==> config.mk <==
export PLATFORM = sky130hd
export DESIGN_NAME = bundler_hf
export DESIGN_NICKNAME = d
export VERILOG_FILES = /design/src/rtl/bundler_hf_pkg.sv /design/src/rtl/bundler_hf_majority_bit.sv /design/src/rtl/bundler_hf.sv
export SDC_FILE = /design/constraint.sdc
export NUM_CORES = 1
export LEC_CHECK = 0
export ABC_AREA = 1
export BUFFER_PORTS_ARGS = -buffer_cell sky130_fd_sc_hd__clkbuf_2
export CAP_MARGIN = 25
export CORE_MARGIN = 2
export CORE_UTILIZATION = 40
export CTS_BUF_LIST = sky130_fd_sc_hd__clkbuf_8 sky130_fd_sc_hd__clkbuf_16
export DETAILED_ROUTE_END_ITERATION = 10
export GPL_TIMING_DRIVEN = 0
export MAX_ROUTING_LAYER = met4
export PLACE_DENSITY = 0.74
export SYNTH_ARGS = -nofsm -noshare
export SYNTH_HDL_FRONTEND = slang
export SYNTH_SLANG_ARGS = --single-unit
==> constraint.sdc <==
create_clock -name clk -period 2.55 [get_ports clk]
set_clock_uncertainty 0.1 [all_clocks]
set_input_delay 0.51 -clock clk [delete_from_list [all_inputs] [get_ports clk]]
set_output_delay 0.51 -clock clk [all_outputs]
set_load 0.05 [all_outputs]
==> src/rtl/bundler_hf_pkg.sv <==
// bundler_hf_pkg: shared helpers for the majority bundler; BUNDLER_HF_XOR_TIE_EN selects the XOR tie rule.
package bundler_hf_pkg;
  function automatic int cnt_width(input int n);
    return $clog2(n + 1);
  endfunction
`ifdef BUNDLER_HF_XOR_TIE_EN
  localparam bit XOR_TIE = 1'b1;
`else
  localparam bit XOR_TIE = 1'b0;
`endif
endpackage

==> src/rtl/bundler_hf_majority_bit.sv <==
// bundler_hf_majority_bit: popcount of one column and majority compare with tie input.
module bundler_hf_majority_bit import bundler_hf_pkg::*; #(
  parameter int NUM_HVS = 6
) (
  input  logic [NUM_HVS-1:0] col,
  input  logic               tie,
  output logic               maj
);
  localparam int W = cnt_width(NUM_HVS);
  localparam logic [W:0] NW = NUM_HVS[W:0];
  // Heap-indexed adder tree: leaves at NUM_HVS..2*NUM_HVS-1, root at 1.
  logic [W-1:0] s [1:2*NUM_HVS-1];
  logic [W:0] c2;
  genvar g;
  for (g = 0; g < NUM_HVS; g++) begin : g_leaf
    assign s[NUM_HVS+g] = W'(col[g]);
  end
  for (g = 1; g < NUM_HVS; g++) begin : g_node
    assign s[g] = s[2*g] + s[2*g+1];
  end
  assign c2 = {s[1], 1'b0};
  // For odd NUM_HVS the equality can never hold, so the tie term folds away.
  assign maj = (c2 > NW) | ((c2 == NW) & tie);
endmodule

==> src/rtl/bundler_hf.sv <==
// bundler_hf: registered bitwise-majority bundler; BUNDLER_HF_XOR_TIE_EN selects the XOR tie rule.
module bundler_hf import bundler_hf_pkg::*; #(
  parameter int DIMENSIONS = 5,
  parameter int NUM_HVS    = 6
) (
  input  logic                  clk,
  input  logic                  rst,
  input  logic                  en,
  input  logic [DIMENSIONS-1:0] hv_array [NUM_HVS-1:0],
  output logic                  out,
  output logic [DIMENSIONS-1:0] hv_out
);
  logic [DIMENSIONS-1:0] maj;
  genvar d, i;
  for (d = 0; d < DIMENSIONS; d++) begin : g_dim
    logic [NUM_HVS-1:0] col;
    logic tie;
    for (i = 0; i < NUM_HVS; i++) begin : g_col
      assign col[i] = hv_array[i][d];
    end
    assign tie = XOR_TIE ? hv_array[0][d] ^ hv_array[1][d] : hv_array[0][d];
    bundler_hf_majority_bit #(.NUM_HVS(NUM_HVS)) u_bit (.col(col), .tie(tie), .maj(maj[d]));
  end
  always_ff @(posedge clk) begin
    if (rst) begin
      out    <= 1'b0;
      hv_out <= '0;
    end else begin
      out <= en;
      if (en) hv_out <= maj;
    end
  end
endmodule

== Word level (Yosys, flattened, before mapping) ==
Cells that the tools add are included.
Word-level totals
  flip-flop bits (word level): 6
  output and inout port bits: 6
  word-level logic and storage cells: 47
  bits of input ports: 33
Operators by class
  $lt $le $gt $ge: 5
  eq/ne operators: 5
  $add $sub $neg: 25
  bitwise gates (word level): 10
Operators by type and width (count)
  $add 1x1->2: 15
  $gt 4x3->1 const B: 5
  $add 2x2->3: 5
  $add 3x2->3: 5
  $eq 3x2->1 const B: 5
  $and 1x1->1: 5
  $or 1x1->1: 5

== Logic depth before layout (Yosys ltp) ==
  word-level depth: 6
  mapped depth: 10
  gate-level depth less buffers: 10

== Cells and area by module ==
Synthesis repeated with hierarchy kept, for this count alone.
Unflattened totals
  cell total of the unflattened synthesis: 125
  area, all modules: 930.9 sq um
By module, submodules not included
  bundler_hf_majority_bit: area each 136.4 sq um, times used 5, sequential area each 0.0 sq um, cells an instance 18
  bundler_hf: area each 249.0 sq um, times used 1, sequential area each 120.1 sq um, cells an instance 35

== Worst setup path after synthesis ==
No wires, ideal clock.
  kind: input to register
  from: input port hv_array[1] in the netlist's numbering
  to: register hv_out[1]
  buffers on the path: 0
  setup time: 109 ps
  required time: 2341 ps
  arrival time: 2333 ps
  stages: 10
  path slack: 8 ps
  cell sequence: inv_1 fa_1 fa_1 inv_1 ha_1 fa_1 nand3_1 nand2_1 nand2_1 inv_1
On the way
  word-level cells in the longest chain between the ends: 5
  elaborated cells on any way between the ends: 6
  classes of those cells: add/sub (2); order compare (1); eq/ne (1); bitwise (2)
Ends and longest elaborated chain
  from (decl): RTL line bundler_hf.sv:9  | input logic [DIMENSIONS-1:0] hv_array [NUM_HVS-1:0],
  branches (longest 4 deep; another with $gt 4x3->1)
  $or 1x1->1 *: RTL line bundler_hf_majority_bit.sv:23  | assign maj = (c2 > NW) | ((c2 == NW) & tie);
  to (signal assigned): RTL line bundler_hf.sv:30  | if (en) hv_out <= maj;
  to (decl): RTL line bundler_hf.sv:11  | output logic [DIMENSIONS-1:0] hv_out
Mark *: on every way between the ends.
A chain may end at the register's enable or synchronous reset.

== Final worst setup path ==
  from: input port hv_array[4] in the netlist's numbering
  to: register hv_out[4]
Same word-level chain as after synthesis.

==> flow_summary.toml <==
[die]
row_count = 15
dieArea_um2 = 2310
initial_utilization_pct = 43.6
fp.dieH_um = 48.1
die_w_um = 48.1
num_io_pins = 39
core_region_area_um2 = 1780

[synthesis]
synth.most_common_cell = "inv_1"
synth.area.top_cells = "fa_1 39%, inv_1 22%, dfxtp_1 15%, ha_1 8.0%, nor2_1 7.7%"
async_reset_ff_share_pct = 0
syn-num-nets = 156
yosys-top-cells-count = "45 x inv_1, 16 x nor2_1, 15 x fa_1"
yosysUniqueCellTypes = 8
synth_area_leader_cell = "fa_1"
yosys_warnings = 0
yosysSeqAreaShare_pct = 15.4
ys.flop_type = "dfxtp_1"
syn_area_um2 = 778
synth-edff-count = 0
yosysTopAreaCellShare_pct = 38.6
syn_inst = 103
avgSynthCellArea_um2 = 7.56
ys_ff_latch = 6

[timing]
max_slew_margin_pct = 80.6
finalCritPeriodShare_pct = 96.6
max_freq_ghz = 0.406
layout_setup_ws_ns = 0.0860
hold_viol = 0
slew_violations = 0
fin_crit_ns = 2.46
grt_setup_unrepaired = "true"
worst_pin_slew_ns = 0.292
setup_viol = 0

[placement]
pre_cts_ws_ns = -0.199
place_area_um2 = 1000
gp_congestion = 0.683
portBuffers = 38
dpl.hpwl_um = 1420

[layout]
nets = 199
syn_to_final_growth_pct = 35.9
antennaDiodeCount = 0
drive_gt1_share_pct = 33.3
fin_area_um2 = 1060
fin_util_pct = 59.3

[pwr]
switchingPower_uw = 183
p_sw_share_pct = 38.1
internal_power_uw = 298
ir_drop_uv = 283
p_per_area_nw_per_um2 = 455
combPwrFrac_pct = 46.9
clockPowerShare_pct = 30.5
power_leakage_nw = 0.692
p_seq_share_pct = 22.5

[clocking]
cts_hold_buf = 0
clock-sinks = 6
numCtsBuffers = 3
insertion_delay_ns = 0.22
htree_num_levels = 1
clk_pin_slew_worst_paths_ns = 0.04
cts_tree = "built"
postCtsSetupRepairBufs = 0
clockBufferDepth = 2
post_cts_resize_count = 0
cts-root-buf = "clkbuf_8"

[setup_path]
cp.required_ns = 2.57
path_class = "in -> reg"
r2r-end = "hv_out[4]"
reg2reg_depth = 4
cp_max_fo = 2
crit_path_end_kind = "flip-flop"
critPathLaunchType = "primary input"
worstSetupStartpoint = "hv_array[4]"
endpoint = "hv_out[4]"
cp.arrival_ns = 2.48
r2r_setup_slack_ns = 1.79
r2r_start = "hv_out[4]"

[routing]
drtIter0Drc = 6
routed_wl_um = 1650
ant_nets = 0
drc = 0
routedWlPerCell_um = 9.75
route.vias.total = 687
dr.pass1.iters = 4
vias_per_cell = 4.07

[global_routing]
grt_overflow = 0
grtUsageTotal_pct = 17.6
antenna_found_initial = 0
grt_pass1_vias = 656
grt_pass1_wl_um = 2590
grt_max_degree = 7

[run_status]
status = "finished, final reports clean"

[hold_path]
hold_path.class = "in -> reg"

[job]
max_cap_violations = 0
registers in the layout, indices dropped and copies added (netlist names):
name	count
out	1
hv_out	5
cell families (layout without fill, tap and decap cells):
| logic type | after synthesis | in the layout | synth area share [%] |
|---|---|---|---|
| AND/OR/NAND/NOR | 31 | 31 | 15.8 |
| adder cells (fa/ha/maj) | 20 | 20 | 46.6 |
| flip-flops | 6 | 6 | 15.4 |
| buffers and inverters | 46 | 87 | 22.2 |
through the flow:
stage | total power [mW] | hold slack [ns] | instances | TNS, ns
2_1_floorplan | 0.265 | 0.482 | 103 | 0
3_5_place_dp | 0.333 | 0.451 | 166 | -0.900
3_3_place_gp | 0.320 | 0.435 | 166 | -0.715
4_1_cts | 0.483 | 0.433 | 169 | 0
6_report | 0.481 | 0.439 | 169 | 0
5_1_grt | 0.525 | 0.446 | 169 | -0.0112
layout make-up:
type / instances / area [um^2]
well taps: 25 / 31.3
flip-flops and latches: 6 / 120
inverters: 46 / 173
repair buffers: 38 / 196
multi-input cells: 51 / 495
fillers: 173 / 726
clock buffers: 3 / 41.3
power groups by stage:
| stage | Combinational (mW) | Sequential (mW) | Clock (mW) |
|---|---|---|---|
| floorplan | 0.122 | 0.143 | 0 |
| global placement | 0.210 | 0.110 | 0 |
| detailed placement | 0.222 | 0.110 | 0 |
| CTS | 0.226 | 0.109 | 0.149 |
| global route | 0.261 | 0.109 | 0.155 |
| finish | 0.226 | 0.108 | 0.147 |
layout by cell type, fill, tap and decap left out:
cell type and count:
buf_6 1, clkbuf_8 3, nand3_1 5, ha_2 4, nand2_1 10, ha_1 1
clkbuf_2 37, inv_1 43, fa_1 15, dfxtp_1 6, nor2_1 16, inv_2 3
worst min path at each step:
stage / start / to / slack, ns / depth (start not counted)
floorplan: rst / out / 0.48 / 1
global placement: hv_out[0] / hv_out[0] / 0.44 / 4
detailed placement: hv_out[3] / hv_out[3] / 0.45 / 4
CTS: rst / out / 0.43 / 2
global route: rst / out / 0.45 / 2
finish: rst / out / 0.44 / 2
worst max-delay path: stages:
cell and delay [ns]:
clkbuf_2 0.09, inv_1 0.05, fa_1 0.46, fa_1 0.51, inv_1 0.04, ha_2 0.16
fa_1 0.42, nand3_1 0.08, nand2_1 0.05, nand2_1 0.06, inv_1 0.04
routing by layer:
layer	wire, um	GRT usage, %	vias to the layer above	share of wire, %
li1	-	-	357	-
met1	626	16.2	300	38
met2	884	32.8	25	54
met3	104	4.07	5	6.3
met4	32	9.73	0	1.9
met5	0	-	-	0
(Power assumes the default switching activity.)
